===== src/rtl/ex_mem_if.sv =====
// EX-to-MEM bundle: EX-side write-back fields in, registered MEM-side
// fields and the saved multi-cycle context out.
interface ex_mem_if #(
    parameter int DATA_W = 32,
    parameter int ADDR_W = 5,
    parameter int CNT_W  = 2
);
    logic                ex_valid;
    logic [ADDR_W-1:0]   ex_wd;
    logic                ex_wreg;
    logic [DATA_W-1:0]   ex_wdata;
    logic [DATA_W-1:0]   ex_hi;
    logic [DATA_W-1:0]   ex_lo;
    logic                ex_whilo;
    logic [2*DATA_W-1:0] hilo_i;
    logic [CNT_W-1:0]    cnt_i;

    logic                mem_valid;
    logic [ADDR_W-1:0]   mem_wd;
    logic                mem_wreg;
    logic [DATA_W-1:0]   mem_wdata;
    logic [DATA_W-1:0]   mem_hi;
    logic [DATA_W-1:0]   mem_lo;
    logic                mem_whilo;
    logic [2*DATA_W-1:0] hilo_o;
    logic [CNT_W-1:0]    cnt_o;
    logic                mc_busy;

    modport master (
        output ex_valid, ex_wd, ex_wreg, ex_wdata, ex_hi, ex_lo, ex_whilo, hilo_i, cnt_i,
        input  mem_valid, mem_wd, mem_wreg, mem_wdata, mem_hi, mem_lo, mem_whilo,
               hilo_o, cnt_o, mc_busy
    );

    modport slave (
        input  ex_valid, ex_wd, ex_wreg, ex_wdata, ex_hi, ex_lo, ex_whilo, hilo_i, cnt_i,
        output mem_valid, mem_wd, mem_wreg, mem_wdata, mem_hi, mem_lo, mem_whilo,
               hilo_o, cnt_o, mc_busy
    );
endinterface


===== src/rtl/ex_mem_stage.sv =====
// EX/MEM pipeline register with flush, bubble insertion, multi-cycle
// context save across EX stalls and a saturating bubble-cycle counter.
module ex_mem_stage #(
    parameter int DATA_W  = 32,
    parameter int ADDR_W  = 5,
    parameter int CNT_W   = 2,
    parameter int STALL_W = 6,
    parameter int EX_IDX  = 3,
    parameter int MEM_IDX = 4,
    parameter int SCNT_W  = 8
) (
    input  logic               clk,
    input  logic               rst,
    input  logic [STALL_W-1:0] stall,
    input  logic               flush,
    ex_mem_if.slave            bus,
    output logic [SCNT_W-1:0]  stall_cycles
);
    typedef enum logic [1:0] {
        OP_HOLD    = 2'd0,
        OP_ADVANCE = 2'd1,
        OP_BUBBLE  = 2'd2,
        OP_FLUSH   = 2'd3
    } op_e;

    op_e                 op_s;
    logic                mem_valid_r;
    logic [ADDR_W-1:0]   mem_wd_r;
    logic                mem_wreg_r;
    logic [DATA_W-1:0]   mem_wdata_r;
    logic [DATA_W-1:0]   mem_hi_r;
    logic [DATA_W-1:0]   mem_lo_r;
    logic                mem_whilo_r;
    logic [2*DATA_W-1:0] hilo_r;
    logic [CNT_W-1:0]    cnt_r;
    logic [SCNT_W-1:0]   stall_cycles_r;

    // Edge action decode; an EX-running/MEM-stalled vector falls through to advance.
    always_comb begin
        op_s = OP_HOLD;
        if (flush) begin
            op_s = OP_FLUSH;
        end else if (stall[EX_IDX] && !stall[MEM_IDX]) begin
            op_s = OP_BUBBLE;
        end else if (!stall[EX_IDX]) begin
            op_s = OP_ADVANCE;
        end else begin
            op_s = OP_HOLD;
        end
    end

    // Pipeline, context and bubble-counter registers.
    always_ff @(posedge clk or negedge rst) begin
        if (!rst) begin
            mem_valid_r    <= 1'b0;
            mem_wd_r       <= '0;
            mem_wreg_r     <= 1'b0;
            mem_wdata_r    <= '0;
            mem_hi_r       <= '0;
            mem_lo_r       <= '0;
            mem_whilo_r    <= 1'b0;
            hilo_r         <= '0;
            cnt_r          <= '0;
            stall_cycles_r <= '0;
        end else begin
            case (op_s)
                OP_FLUSH, OP_BUBBLE: begin
                    mem_valid_r <= 1'b0;
                    mem_wd_r    <= '0;
                    mem_wreg_r  <= 1'b0;
                    mem_wdata_r <= '0;
                    mem_hi_r    <= '0;
                    mem_lo_r    <= '0;
                    mem_whilo_r <= 1'b0;
                    if (op_s == OP_BUBBLE) begin
                        hilo_r <= bus.hilo_i;
                        cnt_r  <= bus.cnt_i;
                        if (stall_cycles_r != {SCNT_W{1'b1}}) begin
                            stall_cycles_r <= stall_cycles_r + SCNT_W'(1);
                        end else begin
                            stall_cycles_r <= stall_cycles_r;
                        end
                    end else begin
                        hilo_r         <= '0;
                        cnt_r          <= '0;
                        stall_cycles_r <= '0;
                    end
                end
                OP_ADVANCE: begin
                    // Data is copied even for a non-instruction; only enables are gated.
                    mem_valid_r    <= bus.ex_valid;
                    mem_wd_r       <= bus.ex_wd;
                    mem_wreg_r     <= bus.ex_wreg & bus.ex_valid;
                    mem_wdata_r    <= bus.ex_wdata;
                    mem_hi_r       <= bus.ex_hi;
                    mem_lo_r       <= bus.ex_lo;
                    mem_whilo_r    <= bus.ex_whilo & bus.ex_valid;
                    hilo_r         <= '0;
                    cnt_r          <= '0;
                    stall_cycles_r <= '0;
                end
                default: begin
                    mem_valid_r    <= mem_valid_r;
                    stall_cycles_r <= stall_cycles_r;
                end
            endcase
        end
    end

    assign bus.mem_valid = mem_valid_r;
    assign bus.mem_wd    = mem_wd_r;
    assign bus.mem_wreg  = mem_wreg_r;
    assign bus.mem_wdata = mem_wdata_r;
    assign bus.mem_hi    = mem_hi_r;
    assign bus.mem_lo    = mem_lo_r;
    assign bus.mem_whilo = mem_whilo_r;
    assign bus.hilo_o    = hilo_r;
    assign bus.cnt_o     = cnt_r;
    assign bus.mc_busy   = (cnt_r != {CNT_W{1'b0}});
    assign stall_cycles  = stall_cycles_r;
endmodule


===== src/flat_wrapper.sv =====
// flat-port wrapper written by rule: the top's interface ports become plain ports
module ex_mem_stage_flat 
#(
    parameter int DATA_W  = 32,
    parameter int ADDR_W  = 5,
    parameter int CNT_W   = 2,
    parameter int STALL_W = 6,
    parameter int EX_IDX  = 3,
    parameter int MEM_IDX = 4,
    parameter int SCNT_W  = 8
)
  (clk, rst, stall, flush, stall_cycles, bus_ex_valid, bus_ex_wd, bus_ex_wreg, bus_ex_wdata, bus_ex_hi, bus_ex_lo, bus_ex_whilo, bus_hilo_i, bus_cnt_i, bus_mem_valid, bus_mem_wd, bus_mem_wreg, bus_mem_wdata, bus_mem_hi, bus_mem_lo, bus_mem_whilo, bus_hilo_o, bus_cnt_o, bus_mc_busy);
  ex_mem_if #(.DATA_W(DATA_W), .ADDR_W(ADDR_W), .CNT_W(CNT_W)) bus_i ();
  input  logic clk;
  input  logic rst;
  input  logic [STALL_W-1:0] stall;
  input  logic flush;
  output logic [SCNT_W-1:0] stall_cycles;
  input wire logic [$bits(bus_i.ex_valid)-1:0] bus_ex_valid;
  input wire logic [$bits(bus_i.ex_wd)-1:0] bus_ex_wd;
  input wire logic [$bits(bus_i.ex_wreg)-1:0] bus_ex_wreg;
  input wire logic [$bits(bus_i.ex_wdata)-1:0] bus_ex_wdata;
  input wire logic [$bits(bus_i.ex_hi)-1:0] bus_ex_hi;
  input wire logic [$bits(bus_i.ex_lo)-1:0] bus_ex_lo;
  input wire logic [$bits(bus_i.ex_whilo)-1:0] bus_ex_whilo;
  input wire logic [$bits(bus_i.hilo_i)-1:0] bus_hilo_i;
  input wire logic [$bits(bus_i.cnt_i)-1:0] bus_cnt_i;
  output wire logic [$bits(bus_i.mem_valid)-1:0] bus_mem_valid;
  output wire logic [$bits(bus_i.mem_wd)-1:0] bus_mem_wd;
  output wire logic [$bits(bus_i.mem_wreg)-1:0] bus_mem_wreg;
  output wire logic [$bits(bus_i.mem_wdata)-1:0] bus_mem_wdata;
  output wire logic [$bits(bus_i.mem_hi)-1:0] bus_mem_hi;
  output wire logic [$bits(bus_i.mem_lo)-1:0] bus_mem_lo;
  output wire logic [$bits(bus_i.mem_whilo)-1:0] bus_mem_whilo;
  output wire logic [$bits(bus_i.hilo_o)-1:0] bus_hilo_o;
  output wire logic [$bits(bus_i.cnt_o)-1:0] bus_cnt_o;
  output wire logic [$bits(bus_i.mc_busy)-1:0] bus_mc_busy;
  assign bus_i.ex_valid = bus_ex_valid;
  assign bus_i.ex_wd = bus_ex_wd;
  assign bus_i.ex_wreg = bus_ex_wreg;
  assign bus_i.ex_wdata = bus_ex_wdata;
  assign bus_i.ex_hi = bus_ex_hi;
  assign bus_i.ex_lo = bus_ex_lo;
  assign bus_i.ex_whilo = bus_ex_whilo;
  assign bus_i.hilo_i = bus_hilo_i;
  assign bus_i.cnt_i = bus_cnt_i;
  assign bus_mem_valid = bus_i.mem_valid;
  assign bus_mem_wd = bus_i.mem_wd;
  assign bus_mem_wreg = bus_i.mem_wreg;
  assign bus_mem_wdata = bus_i.mem_wdata;
  assign bus_mem_hi = bus_i.mem_hi;
  assign bus_mem_lo = bus_i.mem_lo;
  assign bus_mem_whilo = bus_i.mem_whilo;
  assign bus_hilo_o = bus_i.hilo_o;
  assign bus_cnt_o = bus_i.cnt_o;
  assign bus_mc_busy = bus_i.mc_busy;
  ex_mem_stage #(.DATA_W(DATA_W), .ADDR_W(ADDR_W), .CNT_W(CNT_W), .STALL_W(STALL_W), .EX_IDX(EX_IDX), .MEM_IDX(MEM_IDX), .SCNT_W(SCNT_W)) u_core (.clk(clk), .rst(rst), .stall(stall), .flush(flush), .bus(bus_i), .stall_cycles(stall_cycles));
endmodule

===== config.mk =====
export PLATFORM = sky130hd
export DESIGN_NAME = ex_mem_stage_flat
export DESIGN_NICKNAME = d
export VERILOG_FILES = /design/src/rtl/ex_mem_if.sv /design/src/rtl/ex_mem_stage.sv /design/src/flat_wrapper.sv
export SDC_FILE = /design/constraint.sdc
export NUM_CORES = 1
export LEC_CHECK = 0
export CAP_MARGIN = 20
export CELL_PAD_IN_SITES_DETAIL_PLACEMENT = 0
export CELL_PAD_IN_SITES_GLOBAL_PLACEMENT = 1
export CORE_MARGIN = 2
export CORE_UTILIZATION = 30
export CTS_CLUSTER_DIAMETER = 30
export DETAILED_ROUTE_END_ITERATION = 10
export PLACE_DENSITY_LB_ADDON = 0.1
export SLEW_MARGIN = 20
export SYNTH_ARGS = -nofsm -noshare
export SYNTH_HDL_FRONTEND = slang
export SYNTH_SLANG_ARGS = --single-unit
export TNS_END_PERCENT = 50

===== constraint.sdc =====
create_clock -name clk -period 1.59 [get_ports clk]
set_input_delay 0.2385 -clock clk [delete_from_list [all_inputs] [get_ports clk]]
set_output_delay 0.2385 -clock clk [all_outputs]
set_load 0.02 [all_outputs]

* Word-level counts from Yosys, hierarchy flattened
Cells that the tools add are included.
** Word-level totals
- Flip-flop bits (word level) :: 178
- Input port bits :: 179
- Output and inout bits :: 179
- Logic and storage cells :: 41
** Cells by class
- Add/subtract/negate cells :: 1
- Eq/ne operators :: 5
- Muxes and demuxes :: 17
- Bitwise operators :: 2
- Reductions and logical operators :: 6
** Operators with widths (number)
- $pmux 32 s2 :: 3
- $pmux 64 s2 :: 1
- $mux 64 :: 1
- $mux 8 :: 2
- $pmux 8 s2 :: 1
- $pmux 5 s2 :: 1
- $add 8x1->8 const B :: 1
- $ne 8x8->1 const B :: 1
- $mux 2 :: 3
- $pmux 1 s2 :: 3
- $eq 2x2->1 const B :: 2
- $pmux 2 s2 :: 1
- $reduce_bool 2->1 :: 2
- $ne 3x3->1 const B :: 1
- $and 1x1->1 :: 2
- $eq 2x1->1 const B :: 1
- $reduce_and 2->1 :: 1
- $reduce_or 2->1 :: 1
- $logic_and 1x1->1 :: 1
- $logic_not 1->1 :: 1
- $mux 1 :: 1

* Logic depth before layout (Yosys ltp)
Gate-level depths: netlist (run 1).
- Depth in word-level cells :: 8
- Depth in mapped cells :: 6
- Mapped depth without buffers :: 4

* Least setup slack after synthesis (run 1)
Ideal clock, no wire load.
- Kind :: register to register
- From :: register u_core.stall_cycles_r[0], in the netlist u_core.stall_cycles[0]
- To :: register u_core.stall_cycles_r[0], in the netlist u_core.stall_cycles[0]
- Library setup time :: 76 ps
- Arrival time :: 1509 ps
- Required time :: 1514 ps
- Slack :: 5 ps
- Stages on the path, launching flop included :: 6
- Buffers on the path :: 1
- Clock period less this slack :: 1585 ps
- Path through :: dfrtp_1 ha_1 and3_1 clkbuf_1 a2111o_1 o21ai_1
** On the way
- Cells in the longest elaborated chain, start to end :: 4
** RTL lines
- start, declared :: RTL line ex_mem_stage.sv:36 : logic [SCNT_W-1:0] stall_cycles_r;
- start signal, assigned :: RTL line ex_mem_stage.sv:79 : stall_cycles_r <= stall_cycles_r + SCNT_W'(1);
- start signal, assigned :: RTL line ex_mem_stage.sv:81 : stall_cycles_r <= stall_cycles_r;
- start signal, assigned :: RTL line ex_mem_stage.sv:104 : stall_cycles_r <= stall_cycles_r;
- $add 8x1->8 :: RTL line ex_mem_stage.sv:79
- $mux 8 :: RTL line ex_mem_stage.sv:78 : if (stall_cycles_r != {SCNT_W{1'b1}}) begin
- $mux 8 :: RTL line ex_mem_stage.sv:75 : if (op_s == OP_BUBBLE) begin
- $pmux 8 s2 :: RTL line ex_mem_stage.sv:66 : case (op_s)
Several ways; a longest one is shown, not always the timed one. The select of a mux whose other input is x is not followed.
A chain may end at the register's enable or synchronous reset.

* Worst setup path in the final report (run 1)
- From :: register u_core.stall_cycles_r[0], in the netlist u_core.stall_cycles[0]
- To :: output port stall_cycles[0]
** RTL lines
- end, declared :: RTL line flat_wrapper.sv:18 : output logic [SCNT_W-1:0] stall_cycles;
No word-level cell between the ends.

==> flow_summary.yaml, run 1 <==
sta:
  hold_viol: 0
  slew_headroom_pct: 67.0
  worst_pin_slew_ns: 0.495
  setup_ws_ns: 0.0535
  finalClockSkew_ns: 0.00708
  hold_ws_ns: 0.167
  rsz0062_at_grt: "false"
  timing.final.crit_share_pct: 96.6
  setup_viol: 0
  final_max_slew_viol_count: 0
  fin_crit_ns: 1.54
  max_freq_mhz: 651
cells_and_area:
  final_common_cell: "dfrtp_1"
  final_core_util_pct: 49.5
  final_cell_mix: "dfrtp_1, dlygate4sd2_1, clkdlybuf4s50_1, a22o_1"
  stdcell_area_um2: 11100
  areaGrowthSynthToFinish_pct: 63.9
  final_layout_size_suffix_gt1_share_pct: 7.60
  antenna_cells_inserted: 0
  fillCellCount: 2031
  multi_input_area_um2: 2100
  final_nets: 1035
  seq_area_um2: 4450
clock_tree:
  clk_path_buf_depth: 2
  cts_tree: "built"
  clk_pin_slew_worst_paths_ns: 0.06
  cts_setup_buffers: 0
  cts_max_level: 4
  cts_buffers: 17
  clk_latency_ns: 0.43
  cts_num_sinks: 178
  cts_root_buf: "clkbuf_16"
critical_path:
  critPathLaunchType: "register"
  path_max_fanout: 4
  crit_required_ns: 1.35
  critical_path.endpoint_type: "output port"
  critPathKind: "reg2out"
  worstPathArrival_ns: 1.30
placed_design:
  place_area_um2: 10700
  gp_congestion: 0.808
  dpl_worst_slack_ns: -0.0760
  io_buffers: 353
  hpwlAfterDp_mm: 15.6
detailed_routing:
  ant_nets: 0
  routedWlPerCell_um: 18.2
  drc: 0
  vias: 5433
  vias_per_cell: 4.71
  drt-pass1-iter-count: 4
  drt_iter0_markers: 246
  wl_mm: 20.9
global_routing:
  gr-max-usage-layer: "met2"
  grt_max_degree: 64
  grt_pass1_wl_mm: 33.2
  first_global_vias: 6092
  use_met2_pct: 30.6
  gr-total-overflow: 0
  use_met1_pct: 20.5
  antenna_found_initial: 0
  grtUsageMet3_pct: 7.03
  track_usage_pct: 17.9
yosys:
  synth_fp_nets: 677
  syn_inst: 497
  synthFlopType: "dfrtp_1"
  ys_async_sr_fraction_pct: 100
  synth_seq_cells: 178
  synth_edf_count: 0
  ys_types: 35
  ys_seq_area_share_pct: 65.7
  syn-mean-instance-area_um2: 13.6
  ys_warn_count: 0
  synth_area_um2: 6780
floorplanning:
  die_w_um: 154
  start_util_pct: 30.2
  core_area_um2: 22400
  num_rows: 55
  ioPinCount: 358
  die_area_um2: 23800
  die_height_um: 154
flow_run:
  maxCapViolCount: 0
status:
  status: "finished clean"
power_and_ir_drop:
  power_density_nw_per_um2: 941
  finalPower_uw: 10500
  vdd_drop_max_mv: 0.591
  p_leak_uw: 0.00587
hold_path:
  holdCritPathClass: "in2reg"
-- layer usage --
metal	routed length, µm	vias to the layer above
li1	-	2514
met1	8240	2668
met2	10400	218
met3	1780	33
met4	562	0
met5	0	-
-- layout make-up --
cell class	count	area share, %
Clock buffer	18	3.86
Timing Repair Buffer	380	32.5
Inverter	2	0.0676
Clock inverter	14	1.33
Tap cell	285	3.21
Sequential cell	178	40.1
Multi-Input combinational cell	276	18.9
-- timing repair --
| item | 4_1_cts | 5_1_grt |
|---|---|---|
| hold buffers | 1 | 0 |
| resized for setup | 181 | 2 |
| endpoints found under the setup margin | 179 | 2 |
| hold endpoints to repair | 38 | 0 |
-- worst max-delay path, stage by stage, from the launching register on --
cell           delay (ns)
dfrtp_1              0.39
buf_4                0.15
dlygate4sd2_1        0.33
-- final timing paths --
kind,from,cells past startpoint,end,slack [ns]
hold reg to reg,u_core.bus.mem_hi[12],1,u_core.bus.mem_hi[12],0.50
min in group asynchronous,rst,2,u_core.bus.mem_wdata[15],0.32
setup / recovery,u_core.stall_cycles[0],2,stall_cycles[0],0.05
hold / removal,stall[4],3,u_core.bus.hilo_o[41],0.17
max in group asynchronous,rst,3,u_core.bus.cnt_o[1],0.68
setup reg to reg,u_core.stall_cycles[0],4,u_core.stall_cycles[0],0.11
-- Yosys cell counts, drive strengths merged, types with 4 or more instances --
cell | count | area [µm²]
buf | 33 | 194
a21oi | 4 | 20.0
nor2 | 69 | 267
o21ai | 4 | 20.0
nand2 | 7 | 26.3
clkbuf | 8 | 30.0
a22o | 102 | 893
dfrtp | 178 | 4450
mux2i | 67 | 671
-- where the power goes --
group / switching (µW) / internal [µW] / total [µW]
sequential: 98.3 / 4700 / 4800
clock: 1940 / 2220 / 4160
combinational: 719 / 781 / 1500
-- stage by stage --
stage / cells / TNS (ns)
2_1_floorplan: 497 / 0
3_3_place_gp: 1120 / -1.53
3_5_place_dp: 1120 / -5.45
4_1_cts: 1153 / -0.0627
5_1_grt: 1153 / 0
6_report: 1153 / 0
-- sequential cells by signal, indices dropped and copies added, names as in the netlist, 2 cells and up --
register	flops
u_core.bus.mem_hi	32
u_core.stall_cycles	8
u_core.bus.hilo_o	64
u_core.bus.mem_lo	32
u_core.bus.mem_wdata	32
u_core.bus.mem_wd	5
u_core.bus.cnt_o	2
-- cell families after synthesis --
group           count (synthesis)  synth area share [%]
flops                         178                  65.7
compound gates                118                  14.9
buf+inv                        43                  3.41
simple gates                   90                  5.94
fa+ha+maj                       1                 0.185
mux                            67                  9.89
(Power assumes the default switching activity.)
==> inputs of run 2 (changes only) <==
Settings changed: CTS_CLUSTER_DIAMETER 30 to 150.
Clock period 1.59 ns to 1.7 ns, I/O delays scaled along.
==> run 2 against run 1 <==
Sequential power fell by 6.2%; critical path type unchanged; highest routed layer unchanged; total power fell by 0.68%; global-route usage is 0.27 points lower; worst setup slack got worse by 0.015 ns; register-to-register slack better by 0.04 ns; largest cell class unchanged; worst hold slack improved by 0.070 ns; clock skew decreased by 0.0053 ns; wire length rose by 0.55%; clock-buffer cell count increased by 1; final cell count down 0.52%; combinational power about the same.
==> flow_summary.yaml, run 2 (synthesis gave the netlist of run 1 again) <==
critical_path:
  critical_path.endpoint_type: "output port"
  crit_start: "u_core.bus.mem_hi[5]"
  reg2reg_depth: 4
  worstPathArrival_ns: 1.41
  critPathKind: "reg2out"
  worstPathCellList: "clkdlybuf4s50_1"
  crit_buf_inv: 1
  r2r_slack_ns: 0.15
  worst_path_largest_cell_delay_ns: 0.64
  path_delay_family: "buffers and inverters"
  critPathLaunchType: "register"
  worstReg2RegStart: "u_core.stall_cycles[0]"
  crit_cells: 1
  cpMaxStageDelayCell: "clkdlybuf4s50_1"
  path_max_fanout: 2
  crit_required_ns: 1.44
global_routing:
  grt_max_degree: 56
  antenna_found_initial: 0
  gr-total-overflow: 0
  track_usage_pct: 17.7
  grt_pass1_wl_mm: 32.6
  first_global_vias: 5718
sta:
  fin_crit_ns: 1.66
  worst_pin_slew_ns: 0.461
  max_freq_mhz: 602
  timing.final.crit_share_pct: 97.7
  hold_ws_ns: 0.237
  finalClockSkew_ns: 0.00182
  setup_ws_ns: 0.0388
  hold_viol: 0
  slew_headroom_pct: 69.3
  final_max_slew_viol_count: 0
  setup_viol: 0
cells_and_area:
  fillCellCount: 1979
  final_cell_mix: "clkdlybuf4s50_1, dfrtp_1, a22o_1, nor2_1, mux2i_1"
  antenna_cells_inserted: 0
  final_common_cell: "clkdlybuf4s50_1"
  final_nets: 1029
  areaGrowthSynthToFinish_pct: 69.1
  final_layout_size_suffix_gt1_share_pct: 6.96
  largest_reg_flops: 64
  final_cells: 1147
  seq_area_um2: 4450
  multi_input_area_um2: 2100
flow_run:
  maxCapViolCount: 0
detailed_routing:
  drt-pass1-iter-count: 6
  drc: 0
  wl_mm: 21.1
  ant_nets: 0
  drt_iter0_markers: 232
  vias: 5363
  vias_per_cell: 4.68
  routedWlPerCell_um: 18.4
power_and_ir_drop:
  finalPower_uw: 10400
  power_density_nw_per_um2: 906
  p_leak_uw: 0.00607
  vdd_drop_max_mv: 0.586
hold_path:
  hold_depth: 3
  holdCritPathClass: "in2reg"
  hp-start: "stall[4]"
clock_tree:
  cts_tree: "built"
  cts_num_sinks: 178
  clk_latency_ns: 0.41
  cts_buffers: 17
  cts_root_buf: "clkbuf_16"
  clk_pin_slew_worst_paths_ns: 0.07
  clk_path_buf_depth: 2
  cts_max_level: 4
placed_design:
  gp_congestion: 0.791
  dp.cells: 1114
  dpl_worst_slack_ns: 0.0278
  hpwlAfterDp_mm: 15.6
  io_buffers: 353
floorplanning:
  core_area_um2: 22400
  num_rows: 55
  die_w_um: 154
  ioPinCount: 358
  die_height_um: 154
  start_util_pct: 30.2
  die_area_um2: 23800
status:
  status: "finished clean"
[run 2: path summary, 6_finish.rpt]
check / to
worst max-delay path: bus_mem_hi[5]
worst min-delay path: u_core.bus.hilo_o[34]
worst max register to register: u_core.stall_cycles[0]
worst min register to register: u_core.bus.mem_wdata[19]
max in group asynchronous: u_core.bus.mem_lo[3]
min in group asynchronous: u_core.bus.mem_wdata[19]
[run 2: metal layers]
layer  vias to the layer above  part of all wire (%)  global-route usage (%)
met5                         -                     0                       0
met4                         0                   1.8                    5.56
met3                        23                   8.2                    6.36
met2                       214                    51                    30.9
met1                      2627                    39                    20.3
li1                       2499                     -                       -
[run 2: timing repair]
action                                  4_1_cts  5_1_grt
endpoints found under the setup margin       27       49
resized for setup                            28       49
hold buffers                                  1        0
buffers inserted                              0        0
hold endpoints to repair                     39        0
[run 2: where the power goes]
part	internal, µW	total [µW]	switching [µW]
logic	819	1490	670
clock network	2690	4400	1710
registers	4400	4500	98.1
total	7910	10400	2480
[run 2: stage by stage]
step           setup TNS [ns]  utilization (%)  cell area, µm²
2_1_floorplan               0                -            6780
3_3_place_gp                0             47.7           10700
5_1_grt              -0.00788             51.1           11500
3_5_place_dp                0             47.7           10700
4_1_cts               -0.0126             50.6           11300
6_report                    0             51.1           11500
[run 2: area by class of cell]
type	count	share of cell area [%]
well taps	285	3.11
clock buffers	19	3.86
clock inverters	13	1.93
multi-input cells	276	18.4
flip-flops and latches	178	38.9
inverters	2	0.0655
repair buffers	374	33.8
